File: src/rtl/brownout_monitor_mc_pkg.sv
// Shared types for the multi-channel brownout monitor: per-channel FSM encoding
// and default widths used by the top and the channel sub-module.
package brownout_monitor_mc_pkg;

    typedef enum logic [1:0] {
        ST_NORMAL  = 2'd0,
        ST_SUSPECT = 2'd1,
        ST_BROWN   = 2'd2,
        ST_RECOVER = 2'd3
    } bod_state_t;

    localparam int N_CH_DEF   = 4;
    localparam int ADC_W_DEF  = 20;
    localparam int RATE_W_DEF = 12;
    // Debounce counters saturate at all-ones of this width rather than wrapping.
    localparam int DEB_W_DEF  = 8;

    function automatic logic is_brown(input bod_state_t s);
        return (s == ST_BROWN) || (s == ST_RECOVER);
    endfunction

endpackage

File: src/rtl/bod_channel.sv
// One supply rail: level and slew comparison, debounce counter, previous-sample
// register and the NORMAL/SUSPECT/BROWN/RECOVER state machine.
module bod_channel
    import brownout_monitor_mc_pkg::*;
#(
    parameter int ADC_W  = ADC_W_DEF,
    parameter int RATE_W = RATE_W_DEF,
    parameter int DEB_W  = DEB_W_DEF
) (
    input  logic              clk,
    input  logic              rst,
    input  logic              sample_valid,
    input  logic [ADC_W-1:0]  cur,
    input  logic [ADC_W-1:0]  thresh1,
    input  logic [ADC_W-1:0]  thresh2,
    input  logic [RATE_W-1:0] rate_limit,
    input  logic [DEB_W-1:0]  debounce,
    output bod_state_t        state,
    output bod_state_t        state_next
);

    localparam logic [DEB_W-1:0] CNT_ONE = DEB_W'(1);

    // sample_valid is a pure qualifier with no back-pressure: a sample is consumed
    // on every rising edge where it is high, and all state holds when it is low.
    bod_state_t        state_q, state_d;
    logic [DEB_W-1:0]  cnt_q, cnt_d;
    logic [ADC_W-1:0]  prev_q;
    logic              prev_valid_q;

    logic [ADC_W-1:0]  drop;
    logic [DEB_W-1:0]  d_eff;
    logic [DEB_W-1:0]  cnt_inc;
    logic              trip, ok, d_one, inc_done;

    assign drop     = (cur < prev_q) ? (prev_q - cur) : '0;
    assign trip     = (cur < thresh1) | (prev_valid_q & (drop > ADC_W'(rate_limit)));
    assign ok       = (cur >= thresh2);
    assign d_eff    = (debounce == '0) ? CNT_ONE : debounce;
    assign d_one    = (d_eff == CNT_ONE);
    assign cnt_inc  = (&cnt_q) ? cnt_q : (cnt_q + CNT_ONE);
    assign inc_done = (cnt_inc >= d_eff);

    always_comb begin
        state_d = state_q;
        cnt_d   = cnt_q;
        if (sample_valid) begin
            unique case (state_q)
                ST_NORMAL: begin
                    if (trip) begin
                        state_d = d_one ? ST_BROWN : ST_SUSPECT;
                        cnt_d   = d_one ? '0 : CNT_ONE;
                    end
                end
                ST_SUSPECT: begin
                    if (!trip) begin
                        state_d = ST_NORMAL;
                        cnt_d   = '0;
                    end else if (inc_done) begin
                        state_d = ST_BROWN;
                        cnt_d   = '0;
                    end else begin
                        cnt_d   = cnt_inc;
                    end
                end
                // Recovery only restarts on a sample below thresh2; slew trips are ignored here.
                ST_BROWN: begin
                    if (ok) begin
                        state_d = d_one ? ST_NORMAL : ST_RECOVER;
                        cnt_d   = d_one ? '0 : CNT_ONE;
                    end
                end
                ST_RECOVER: begin
                    if (!ok) begin
                        state_d = ST_BROWN;
                        cnt_d   = '0;
                    end else if (inc_done) begin
                        state_d = ST_NORMAL;
                        cnt_d   = '0;
                    end else begin
                        cnt_d   = cnt_inc;
                    end
                end
                default: begin
                    state_d = ST_NORMAL;
                    cnt_d   = '0;
                end
            endcase
        end
    end

    always_ff @(posedge clk or posedge rst) begin
        if (rst) begin
            state_q      <= ST_NORMAL;
            cnt_q        <= '0;
            prev_q       <= '0;
            prev_valid_q <= 1'b0;
        end else begin
            state_q <= state_d;
            cnt_q   <= cnt_d;
            if (sample_valid) begin
                prev_q       <= cur;
                prev_valid_q <= 1'b1;
            end
        end
    end

    assign state      = state_q;
    assign state_next = state_d;

endmodule

File: src/rtl/brownout_monitor_mc.sv
// Multi-rail brownout monitor: one bod_channel per rail, registered per-channel
// brownout flags, their OR, and sticky "has browned out" latches.
module brownout_monitor_mc
    import brownout_monitor_mc_pkg::*;
#(
    parameter int N_CH   = N_CH_DEF,
    parameter int ADC_W  = ADC_W_DEF,
    parameter int RATE_W = RATE_W_DEF,
    parameter int DEB_W  = DEB_W_DEF
) (
    input  logic                  CLK,
    input  logic                  RST,
    input  logic                  SAMPLE_VALID,
    input  logic [N_CH*ADC_W-1:0] ADC_IN,
    input  logic [ADC_W-1:0]      BOD_THRESH1,
    input  logic [ADC_W-1:0]      BOD_THRESH2,
    input  logic [RATE_W-1:0]     RATE_LIMIT,
    input  logic [DEB_W-1:0]      DEBOUNCE,
    input  logic                  CLEAR,
    output logic [N_CH-1:0]       BROWNOUT,
    output logic                  BROWNOUT_ANY,
    output logic [N_CH-1:0]       STICKY
);

    bod_state_t      ch_state [N_CH];
    bod_state_t      ch_next  [N_CH];
    logic [N_CH-1:0] brown_d;
    logic [N_CH-1:0] enter_brown;

    for (genvar i = 0; i < N_CH; i++) begin : g_ch
        bod_channel #(
            .ADC_W  (ADC_W),
            .RATE_W (RATE_W),
            .DEB_W  (DEB_W)
        ) u_ch (
            .clk          (CLK),
            .rst          (RST),
            .sample_valid (SAMPLE_VALID),
            .cur          (ADC_IN[i*ADC_W +: ADC_W]),
            .thresh1      (BOD_THRESH1),
            .thresh2      (BOD_THRESH2),
            .rate_limit   (RATE_LIMIT),
            .debounce     (DEBOUNCE),
            .state        (ch_state[i]),
            .state_next   (ch_next[i])
        );
    end

    // Sticky sets only on a fresh entry into BROWN, never on RECOVER falling back.
    always_comb begin
        brown_d     = '0;
        enter_brown = '0;
        for (int i = 0; i < N_CH; i++) begin
            brown_d[i]     = is_brown(ch_next[i]);
            enter_brown[i] = !is_brown(ch_state[i]) && (ch_next[i] == ST_BROWN);
        end
    end

    always_ff @(posedge CLK or posedge RST) begin
        if (RST) begin
            BROWNOUT     <= '0;
            BROWNOUT_ANY <= 1'b0;
            STICKY       <= '0;
        end else begin
            BROWNOUT     <= brown_d;
            BROWNOUT_ANY <= |brown_d;
            STICKY       <= (STICKY & ~{N_CH{CLEAR}}) | enter_brown;
        end
    end

endmodule

File: config.mk
export PLATFORM = sky130hd
export DESIGN_NAME = brownout_monitor_mc
export DESIGN_NICKNAME = d
export VERILOG_FILES = /design/src/rtl/brownout_monitor_mc_pkg.sv /design/src/rtl/bod_channel.sv /design/src/rtl/brownout_monitor_mc.sv
export SDC_FILE = /design/constraint.sdc
export NUM_CORES = 1
export LEC_CHECK = 0
export BUFFER_PORTS_ARGS = -buffer_cell sky130_fd_sc_hd__buf_2
export CORE_ASPECT_RATIO = 1.25
export CORE_MARGIN = 3
export CORE_UTILIZATION = 40
export DETAILED_ROUTE_END_ITERATION = 10
export PLACE_DENSITY = 0.61
export SYNTH_ARGS = -nofsm -noshare
export SYNTH_HDL_FRONTEND = slang
export SYNTH_HIERARCHICAL = 1
export SYNTH_SLANG_ARGS = --single-unit
File: constraint.sdc
create_clock -name CLK -period 6.46 [get_ports CLK]
set_clock_uncertainty 0.1 [all_clocks]
set_input_delay 0.323 -clock CLK [delete_from_list [all_inputs] [get_ports CLK]]
set_output_delay 0.323 -clock CLK [all_outputs]
set_load 0.05 [all_outputs]
; Word-level counts from Yosys, hierarchy flattened
; Index checks and enable logic that the tools add are counted.
[totals]
elab_cells = 182
inputBits = 144
out_inout_bits = 9
reg_bits = 130
[classes]
reduce_logical = 30
eq_ne = 29
add_sub_neg = 8
mux = 68
bitwise_logic = 11
n_lt_le_gt_ge = 20
[op_table]
columns = operator, n
row1 = $mux 8, 25
row2 = $lt 20x20->1, 8
row3 = $pmux 8 s4, 4
row4 = $ge 20x20->1, 4
row5 = $gt 20x12->1, 4
row6 = $mux 20, 4
row7 = $sub 20x20->20, 4
row8 = $mux 2, 30
row9 = $add 8x1->8 const B, 4
row10 = $eq 2x2->1 const B, 16
row11 = $ge 8x8->1, 4
row12 = $pmux 2 s4, 4
row13 = $reduce_and 8->1, 4
row14 = $ne 2x1->1 const B, 8
row15 = $reduce_and 3->1, 4
row16 = $eq 2x1->1 const B, 4
row17 = $eq 8x1->1 const B, 1
row18 = $logic_not 2->1, 4
row19 = $logic_not 8->1, 1
row20 = $logic_or 1x1->1, 8
row21 = $and 1x1->1, 4
row22 = $and 4x4->4, 1
row23 = $logic_and 1x1->1, 4
row24 = $logic_not 1->1, 4
row25 = other kinds (5), 8

; Longest topological paths before layout
; Gate-level depths: netlist of run 1.
[logic_depth]
ltp_word = 11
depth_mapped = 23
mapped_depth_nobuf = 22

; Modules after synthesis
; Netlist of run 1, hierarchy kept.
[modules_own_cells]
columns = mod, area_per_inst_um2, n_inst, cells_each
row1 = bod_channel (g_ch[0].u_ch ...), 4052.6, 3, 502
row2 = bod_channel (g_ch[1].u_ch), 4144.0, 1, 510
row3 = brownout_monitor_mc, 315.3, 1, 27

; Worst setup path before layout of run 1
; OpenSTA, ideal clock, no wires.
[synth_timing]
path_type = flip-flop to flip-flop
from = register g_ch[1].u_ch.prev_q[0]
to = register STICKY[1]
arrival_time_ps = 4448
slack_ps = 1811
path_buffers = 1
synth_period_minus_slack_ps = 4649
required_time_ps = 6259
path_stages_with_launch = 24
path_cell_list = dfrtp_1 inv_1 ha_1 inv_1 fa_1 a21o_1 a21oi_1 o221a_2 o21a_1 a211o_1 clkbuf_1 nor2_1 ha_1 nand4_1 nor2_1 o211ai_1 a31oi_1 o31ai_1 a21boi_0 o31a_1 o21bai_1 o311ai_0 inv_1 o32ai_1
[synth_lines]
columns = element, line
row1 = start: declaration, bod_channel.sv:28  ; logic [ADC_W-1:0] prev_q;
row2 = start signal: assignment, bod_channel.sv:102  ; prev_q <= cur;
row3 = end signal: assignment, brownout_monitor_mc.sv:67  ; STICKY <= (STICKY & ~{N_CH{CLEAR}}) | enter_brown;
row4 = end: declaration, brownout_monitor_mc.sv:22  ; output logic [N_CH-1:0] STICKY

; Worst setup path in the final report of run 1
[layout_timing]
from = register g_ch[2].u_ch.prev_q[0]
to = register g_ch[2].u_ch.cnt_q[1]
[layout_between]
elab_chain_len = 7
elab_cells_between_ends = 10
classes_between = add/sub: 1 / order compare: 2 / eq/ne: 1 / mux: 3 / bitwise: 2 / reduce/logical: 1
[layout_rtl]
columns = element, line
row1 = start: declaration, bod_channel.sv:28
row2 = start signal: assignment, bod_channel.sv:102
row3 = $sub 20x20->20 / $lt 20x20->1 (equally long branches), bod_channel.sv:36  ; assign drop = (cur < prev_q) ? (prev_q - cur) : '0;
row4 = $mux 20 *, bod_channel.sv:36
row5 = $gt 20x12->1 *, bod_channel.sv:37  ; assign trip = (cur < thresh1) | (prev_valid_q & (drop > ADC_W'(rate_limit)));
row6 = $and 1x1->1 *, bod_channel.sv:37
row7 = $or 1x1->1 *, bod_channel.sv:37
row8 = $mux 8 / $ne 2x1->1 (equally long branches), -
row9 = $pmux 8 s4 / $reduce_and 3->1 (equally long branches), -
row10 = end signal: assignment, bod_channel.sv:100  ; cnt_q <= cnt_d;
row11 = end: declaration, bod_channel.sv:27  ; logic [DEB_W-1:0] cnt_q, cnt_d;
; Mark *: on every way between the ends. The rest lies on a longest branch, timed or not.
; A chain may end at the register's enable or synchronous reset.

==> flow_summary.json, run 1 <==
{
  "use_met1_pct": 30.5,
  "gp_congestion": 0.940,
  "regArea_sq_um": 3330,
  "overflow": 0,
  "ant_nets": 0,
  "setup-tns-final_ns": 0,
  "cts_htree_levels": 4,
  "synth_edf_count": 0,
  "ctsRootBufferMaster": "clkbuf_16",
  "routed_wirelength_um": 53500,
  "path_delay_family": "compound AO/OA/AOI/OAI gates",
  "crit_path_start_kind": "register",
  "crit_buf_inv": 2,
  "ys_warn_count": 6,
  "ctsResizeCount": 0,
  "ios": 153,
  "antenna_cells": 0,
  "dpl.hpwl_um": 44200,
  "grt_pass1_wl_um": 83400,
  "synth_flop_cell": "dfrtp_1",
  "power.density_nw_per_um2": 190,
  "max_slew_margin_pct": 38.2,
  "cpMaxStageDelayCell": "o211ai_1",
  "crit_required_ns": 6.67,
  "avgSynthCellArea_sq_um": 8.13,
  "arrival_ns": 5.79,
  "postCtsSetupRepairBufs": 0,
  "use_met3_pct": 3.10,
  "synth.cell_area_sq_um": 16600,
  "std_cell_rows": 82,
  "cts.sinks": 133,
  "portBuffers": 152,
  "busiest_layer": "met2",
  "syn_inst": 2043,
  "path_clk_slew_ns": 0.06,
  "holdCritPathClass": "in -> reg",
  "critPathMaxFanout": 13,
  "first_iter_violations": 925,
  "clk_path_buf_depth": 2,
  "max_stage_delay_ns": 0.76,
  "peakVddDrop_uv": 190,
  "tightest_slew_ns": 0.924,
  "synth_top_area_cell": "ha_1",
  "worst-setup-path-type": "reg -> reg",
  "setup_viol": 0,
  "grt_pass1_vias": 15200,
  "die_y_um": 234,
  "async_flop_share_pct": 100,
  "synth.area.top_cells": "ha_1 (24%), dfrtp_1 (20%), inv_1 (8.9%), mux2_2 (5.2%), a21oi_1 (3.6%)",
  "die_w_um": 188,
  "grtUsageTotal_pct": 24.2,
  "vias": 15500,
  "ys_types": 78,
  "multi_input_area_sq_um": 11600,
  "start_util_pct": 41.0,
  "timing.final.crit_period_ns": 5.58,
  "cts_tree": "done",
  "synth_top_area_share_pct": 24.1,
  "end_kind": "register",
  "fin_ws_ns": 0.885,
  "met2_usage_pct": 41.2,
  "status": "completed",
  "drive_gt1_share_pct": 13.7,
  "cts_hold_buf": 1,
  "die_area_sq_um": 44000,
  "grt_max_degree": 57,
  "synth_seq_cells": 133,
  "clk_latency_ns": 0.45,
  "post-route-drc-count": 0,
  "fmax_mhz": 179,
  "hold_viol_final": 0,
  "antenna_found_initial": 5,
  "p_leak_nw": 9.76,
  "fillers": 4071,
  "ys_seq_area_share_pct": 20.0,
  "finalCritPeriodShare_pct": 86.3,
  "synth_nets": 2511,
  "finalNetCount": 2651,
  "cp_cell_sequence": "inv_1 -> ha_1 -> inv_1 -> fa_1 -> nand3_1 -> a211oi_1 -> nor2_1 -> o221ai_1 -> o211ai_1 -> nor2_1 -> ha_1 -> a211oi_1 -> o21ai_0 -> o2111ai_1 -> a31oi_1 -> a2111o_1 -> a2111oi_1 -> a31o_2 -> nand2_2 -> a22o_1 -> mux2i_1",
  "preCtsSetupSlack_ns": 0.827,
  "area_delta_synth_final_pct": 11.7,
  "maxCapViolations": 0,
  "maxSlewViolCount": 0,
  "grt_setup_unrepaired": "false",
  "firstDrtPassIters": 6,
  "wire_per_inst_um": 19.5,
  "numCtsBuffers": 17,
  "viasPerCell": 5.65,
  "coreArea_sq_um": 40500
}
## sequential cells by signal, indices dropped and copies added (netlist names)
signal,flops
BROWNOUT_ANY,1
g_ch.u_ch/state,8
BROWNOUT,4
g_ch.u_ch/prev_valid_q,4
g_ch.u_ch/cnt_q,32
g_ch.u_ch/prev_q,80
STICKY,4
## cell type report
type / count / area share, %
inverter: 395 / 7.99
sequential: 133 / 17.9
tap: 546 / 3.68
timing repair buffer: 158 / 4.37
multi-input combinational: 1478 / 62.7
clock inverter: 11 / 0.809
clock buffer: 21 / 2.54
## Yosys cell counts (all sizes together) (5+ instances only)
library cell / n
a211oi: 34
nand2b: 37
buf: 15
and2: 14
mux2: 77
o211ai: 15
ha: 320
or2: 12
a31oi: 10
nand2: 108
nand4: 50
xor2: 16
clkbuf: 22
xnor2: 41
inv: 395
o31ai: 8
nand3: 50
o21ai: 95
a221oi: 8
nand3b: 6
a21oi: 123
o31a: 5
nor2b: 19
o2111ai: 6
and3: 9
o21bai: 6
o21a: 28
nor4: 14
nor2: 116
o41ai: 6
a2111oi: 7
or3: 6
o22ai: 8
mux2i: 21
a31o: 5
a21o: 74
o32ai: 11
nor3: 30
dfrtp: 133
o221ai: 7
a211o: 12
## per-stage QoR
step / util, % / std cells / hold slack, ns / instance area (sq um) / total power, mW
finish: 45.8 / 2742 / 0.0437 / 18600 / 3.53
global route: 45.8 / 2742 / 0.0587 / 18600 / 3.78
CTS: 45.8 / 2742 / 0.0198 / 18600 / 3.55
detailed placement: 44.2 / 2709 / 0.276 / 17900 / 2.47
global placement: 44.2 / 2709 / 0.272 / 17900 / 2.45
floorplan: - / 2043 / 0.0509 / 16600 / 2.04
## worst register-to-register path: stages (launching register included)
cell       delay [ns]
dfrtp_1          0.36
inv_1            0.07
ha_1             0.17
inv_1            0.05
fa_1             0.39
nand3_1          0.11
a211oi_1         0.12
nor2_1           0.26
o221ai_1         0.19
o211ai_1         0.76
nor2_1           0.13
ha_1             0.33
a211oi_1         0.25
o21ai_0          0.14
o2111ai_1        0.11
a31oi_1          0.15
a2111o_1         0.40
a2111oi_1        0.38
a31o_2           0.31
nand2_2          0.09
a22o_1           0.38
mux2i_1          0.19
## cells in the final DEF, fill, tap and decap left out, types with 30 or more instances in the layout
cell	count
inv_1	395
ha_1	320
buf_2	151
dfrtp_1	133
a21oi_1	120
nor2_1	116
nand2_1	105
o21ai_0	90
mux2_2	77
a21o_1	74
nand4_1	50
nand3_1	50
xnor2_1	41
nand2b_1	37
nor3_1	30
a211oi_1	30
## path summary, 6_finish.rpt
kind	slack [ns]	cells past startpoint	start	to
worst max-delay path	0.88	21	g_ch[2].u_ch/prev_q[0]	g_ch[2].u_ch/cnt_q[1]
worst min-delay path	0.04	3	ADC_IN[20]	g_ch[1].u_ch/prev_q[0]
worst max register to register	0.88	21	g_ch[2].u_ch/prev_q[0]	g_ch[2].u_ch/cnt_q[1]
worst min register to register	0.36	1	g_ch[2].u_ch/prev_valid_q	g_ch[2].u_ch/prev_valid_q
max in group asynchronous	5.16	4	RST	g_ch[3].u_ch/prev_q[0]
min in group asynchronous	0.35	3	RST	BROWNOUT[3]
## cells by family after synthesis
kind of cell               after synthesis  share of synthesized area, %
muxes                                   98                          6.48
adders and majority gates              324                          24.6
AOI/OAI and AO/OA                      513                          21.3
DFF                                    133                          20.0
and+or+nand+nor                        486                          14.6
xor gates and xnor gates                57                          3.00
buffers and inverters                  432                          9.97
## report_power, final
group          leakage, nW  internal, mW  switching, mW
clock                0.288         0.638          0.413
sequential            1.60         0.899         0.0483
combinational         7.88         0.624          0.905
total                 9.76          2.16           1.37
## layer usage
layer | share of wire (%) | vias up
li1 | - | 7492
met1 | 44 | 7444
met2 | 46 | 448
met3 | 4.8 | 104
met4 | 5.1 | 10
met5 | 0.12 | -
Note: power is estimated with default switching activity, not from simulation.
==> inputs of run 2 (changes only) <==
--- a/config.mk
+++ b/config.mk
@@ -5,6 +5,7 @@
 export SDC_FILE = /design/constraint.sdc
 export NUM_CORES = 1
 export LEC_CHECK = 0
+export ABC_AREA = 1
 export BUFFER_PORTS_ARGS = -buffer_cell sky130_fd_sc_hd__buf_2
 export CORE_ASPECT_RATIO = 1.25
 export CORE_MARGIN = 3
==> flow_summary.json, run 2 <==
{
  "worst-r2r-cell-count": 25,
  "hold_viol_final": 0,
  "synth.area.top_cells": "ha_1 (21%), dfrtp_1 (18%), nand2_1 (15%), inv_1 (12%), nor2_1 (5.2%)",
  "async_flop_share_pct": 100,
  "numCtsBuffers": 17,
  "drive_gt1_share_pct": 10.2,
  "ios": 153,
  "syn_inst": 2943,
  "grt_max_degree": 40,
  "ant_nets": 0,
  "wire_per_inst_um": 17.7,
  "die_w_um": 199,
  "end_kind": "register",
  "clk_latency_ns": 0.49,
  "ctsRootBufferMaster": "clkbuf_16",
  "finalNetCount": 3559,
  "ys_warn_count": 6,
  "maxCapViolations": 0,
  "cts_tree": "done",
  "path_clk_slew_ns": 0.06,
  "synth.top_cells.by_count": "nand2_1 (725), inv_1 (610), ha_1 (320)",
  "std_cell_rows": 87,
  "setup-tns-final_ns": 0,
  "hp-start": "ADC_IN[25]",
  "ctsResizeCount": 0,
  "grt_setup_unrepaired": "false",
  "worstReg2RegStart": "g_ch[2].u_ch/prev_q[0]",
  "timing.final.crit_period_ns": 4.33,
  "arrival_ns": 4.60,
  "synth.cell_area_sq_um": 18600,
  "p_int_mw": 2.23,
  "viasPerCell": 5.23,
  "cpMaxStageDelayCell": "dlygate4sd3_1",
  "peakVddDrop_uv": 278,
  "first_iter_violations": 1112,
  "post-route-drc-count": 0,
  "area_delta_synth_final_pct": 10.8,
  "sw_frac_of_total_pct": 47.1,
  "max_flop_register": "g_ch.u_ch/prev_q",
  "status": "completed",
  "clk_path_buf_depth": 2,
  "dp.cells": 3641,
  "finalCritPeriodShare_pct": 67.0,
  "cts.sinks": 133,
  "avgSynthCellArea_sq_um": 6.33,
  "synth_nets": 3411,
  "max_stage_delay_ns": 0.52,
  "cts_htree_levels": 4,
  "firstDrtPassIters": 8,
  "crit_required_ns": 6.73,
  "grtUsageTotal_pct": 26.5,
  "die_y_um": 247,
  "final_cells": 3686,
  "synth_top_area_share_pct": 21.5,
  "holdWs_ns": 0.0461,
  "dpl.hpwl_um": 53700,
  "overflow": 0,
  "gp_congestion": 0.962,
  "layout_common_cells": "nand2_1 (725), inv_1 (609), ha_1 (320), nor2_1 (260), a21oi_1 (183)",
  "vias": 19300,
  "power.density_nw_per_um2": 204,
  "clkPwrFrac_pct": 24.2,
  "start_util_pct": 40.9,
  "ys_seq_area_share_pct": 17.9,
  "synth_edf_count": 0,
  "antenna_found_initial": 4,
  "fmax_mhz": 231,
  "ys_types": 45,
  "pwr-share-comb_pct": 50.8,
  "die_area_sq_um": 49200,
  "path_delay_family": "simple AND/OR/NAND/NOR gates",
  "largest_register_ffs": 80,
  "post-synth-top-count-cell": "nand2_1",
  "p_switching_mw": 1.99,
  "coreArea_sq_um": 45600,
  "synth_seq_cells": 133,
  "max_slew_margin_pct": 22.9,
  "worstSetupPathDepth": 26,
  "grt_pass1_vias": 18700,
  "worst-setup-path-type": "in -> reg",
  "crit_buf_inv": 3,
  "seqPwrFrac_pct": 25.0,
  "holdCritPathClass": "in -> reg",
  "final_common_cell": "nand2_1",
  "fillers": 4822,
  "critPathMaxFanout": 13,
  "synth_top_area_cell": "ha_1",
  "grt_pass1_wl_um": 99600,
  "startpoint": "ADC_IN[40]",
  "routed_wirelength_um": 65100,
  "setup_viol": 0,
  "crit_path_start_kind": "primary input",
  "maxSlewViolCount": 0,
  "portBuffers": 152,
  "p_leak_nw": 12.0,
  "path_common_cell": "nor2_1",
  "synth_flop_cell": "dfrtp_1",
  "tightest_slew_ns": 1.15,
  "hold-path-cell-count": 3
}
run 2: power groups by stage:
stage | registers (mW) | clock network, mW | logic (mW)
floorplan | 1.12 | 0 | 1.47
global placement | 1.06 | 0 | 2.08
detailed placement | 1.06 | 0 | 2.12
CTS | 1.05 | 1.06 | 2.13
global route | 1.07 | 1.08 | 2.42
finish | 1.05 | 1.02 | 2.14
run 2: worst paths after layout:
check | slack, ns | end
max in group asynchronous | 5.38 | g_ch[3].u_ch/prev_q[3]
min in group asynchronous | 0.21 | g_ch[3].u_ch/state[1]
max reg2reg | 2.20 | BROWNOUT_ANY
min reg2reg | 0.38 | g_ch[1].u_ch/cnt_q[5]
max | 2.13 | BROWNOUT_ANY
min | 0.05 | g_ch[1].u_ch/prev_q[5]
run 2: logic make-up after synthesis:
family	after synthesis	synth area share [%]
simple gates	1385	32.4
buf+inv	660	13.7
compound gates	389	11.7
fa+ha+maj	324	21.9
flops	133	17.9
xor+xnor	52	2.44
run 2: layout make-up:
cell class | instances | area [sq um] | share of cell area [%]
antenna | 4 | 10.0 | 0.0485
clock buffer | 20 | 457 | 2.21
clock inverter | 12 | 130 | 0.630
inverter | 623 | 2360 | 11.4
multi-input combinational | 2150 | 12800 | 61.8
sequential | 133 | 3330 | 16.1
tap | 578 | 723 | 3.50
timing repair buffer | 166 | 888 | 4.30
run 2: layer usage:
layer / part of all wire [%] / global-route usage [%] / up-vias / routed length, um
li1: - / - / 9679 / -
met1: 41 / 31.1 / 8908 / 26700
met2: 48 / 47.0 / 557 / 31300
met3: 6.4 / 4.90 / 137 / 4150
met4: 4.5 / 11.7 / 2 / 2920
met5: 0.020 / 0 / - / 13
run 2: repair_timing:
item | CTS | global route
hold endpoints to repair | 144 | 0
hold buffers | 9 | 0
setup buffers | 0 | 0
run 2: stage by stage:
step | util (%) | power (mW) | cell area (sq um) | setup slack (ns)
final | 45.3 | 4.22 | 20600 | 2.13
after global routing | 45.3 | 4.57 | 20600 | 1.73
after CTS | 45.3 | 4.24 | 20600 | 2.15
after detailed placement | 43.8 | 3.18 | 20000 | 2.16
after global placement | 43.8 | 3.14 | 20000 | 2.20
after floorplan | - | 2.59 | 18600 | 2.72
run 2: worst reg2reg max path: cells and delay by family (launching register included):
family,cells,cell delay [ns]
AO/OA/AOI/OAI,1,0.21
adder cells (fa/ha/maj),3,0.92
buffers and inverters,2,0.15
flip-flops,1,0.36
AND/OR/NAND/NOR,19,2.39
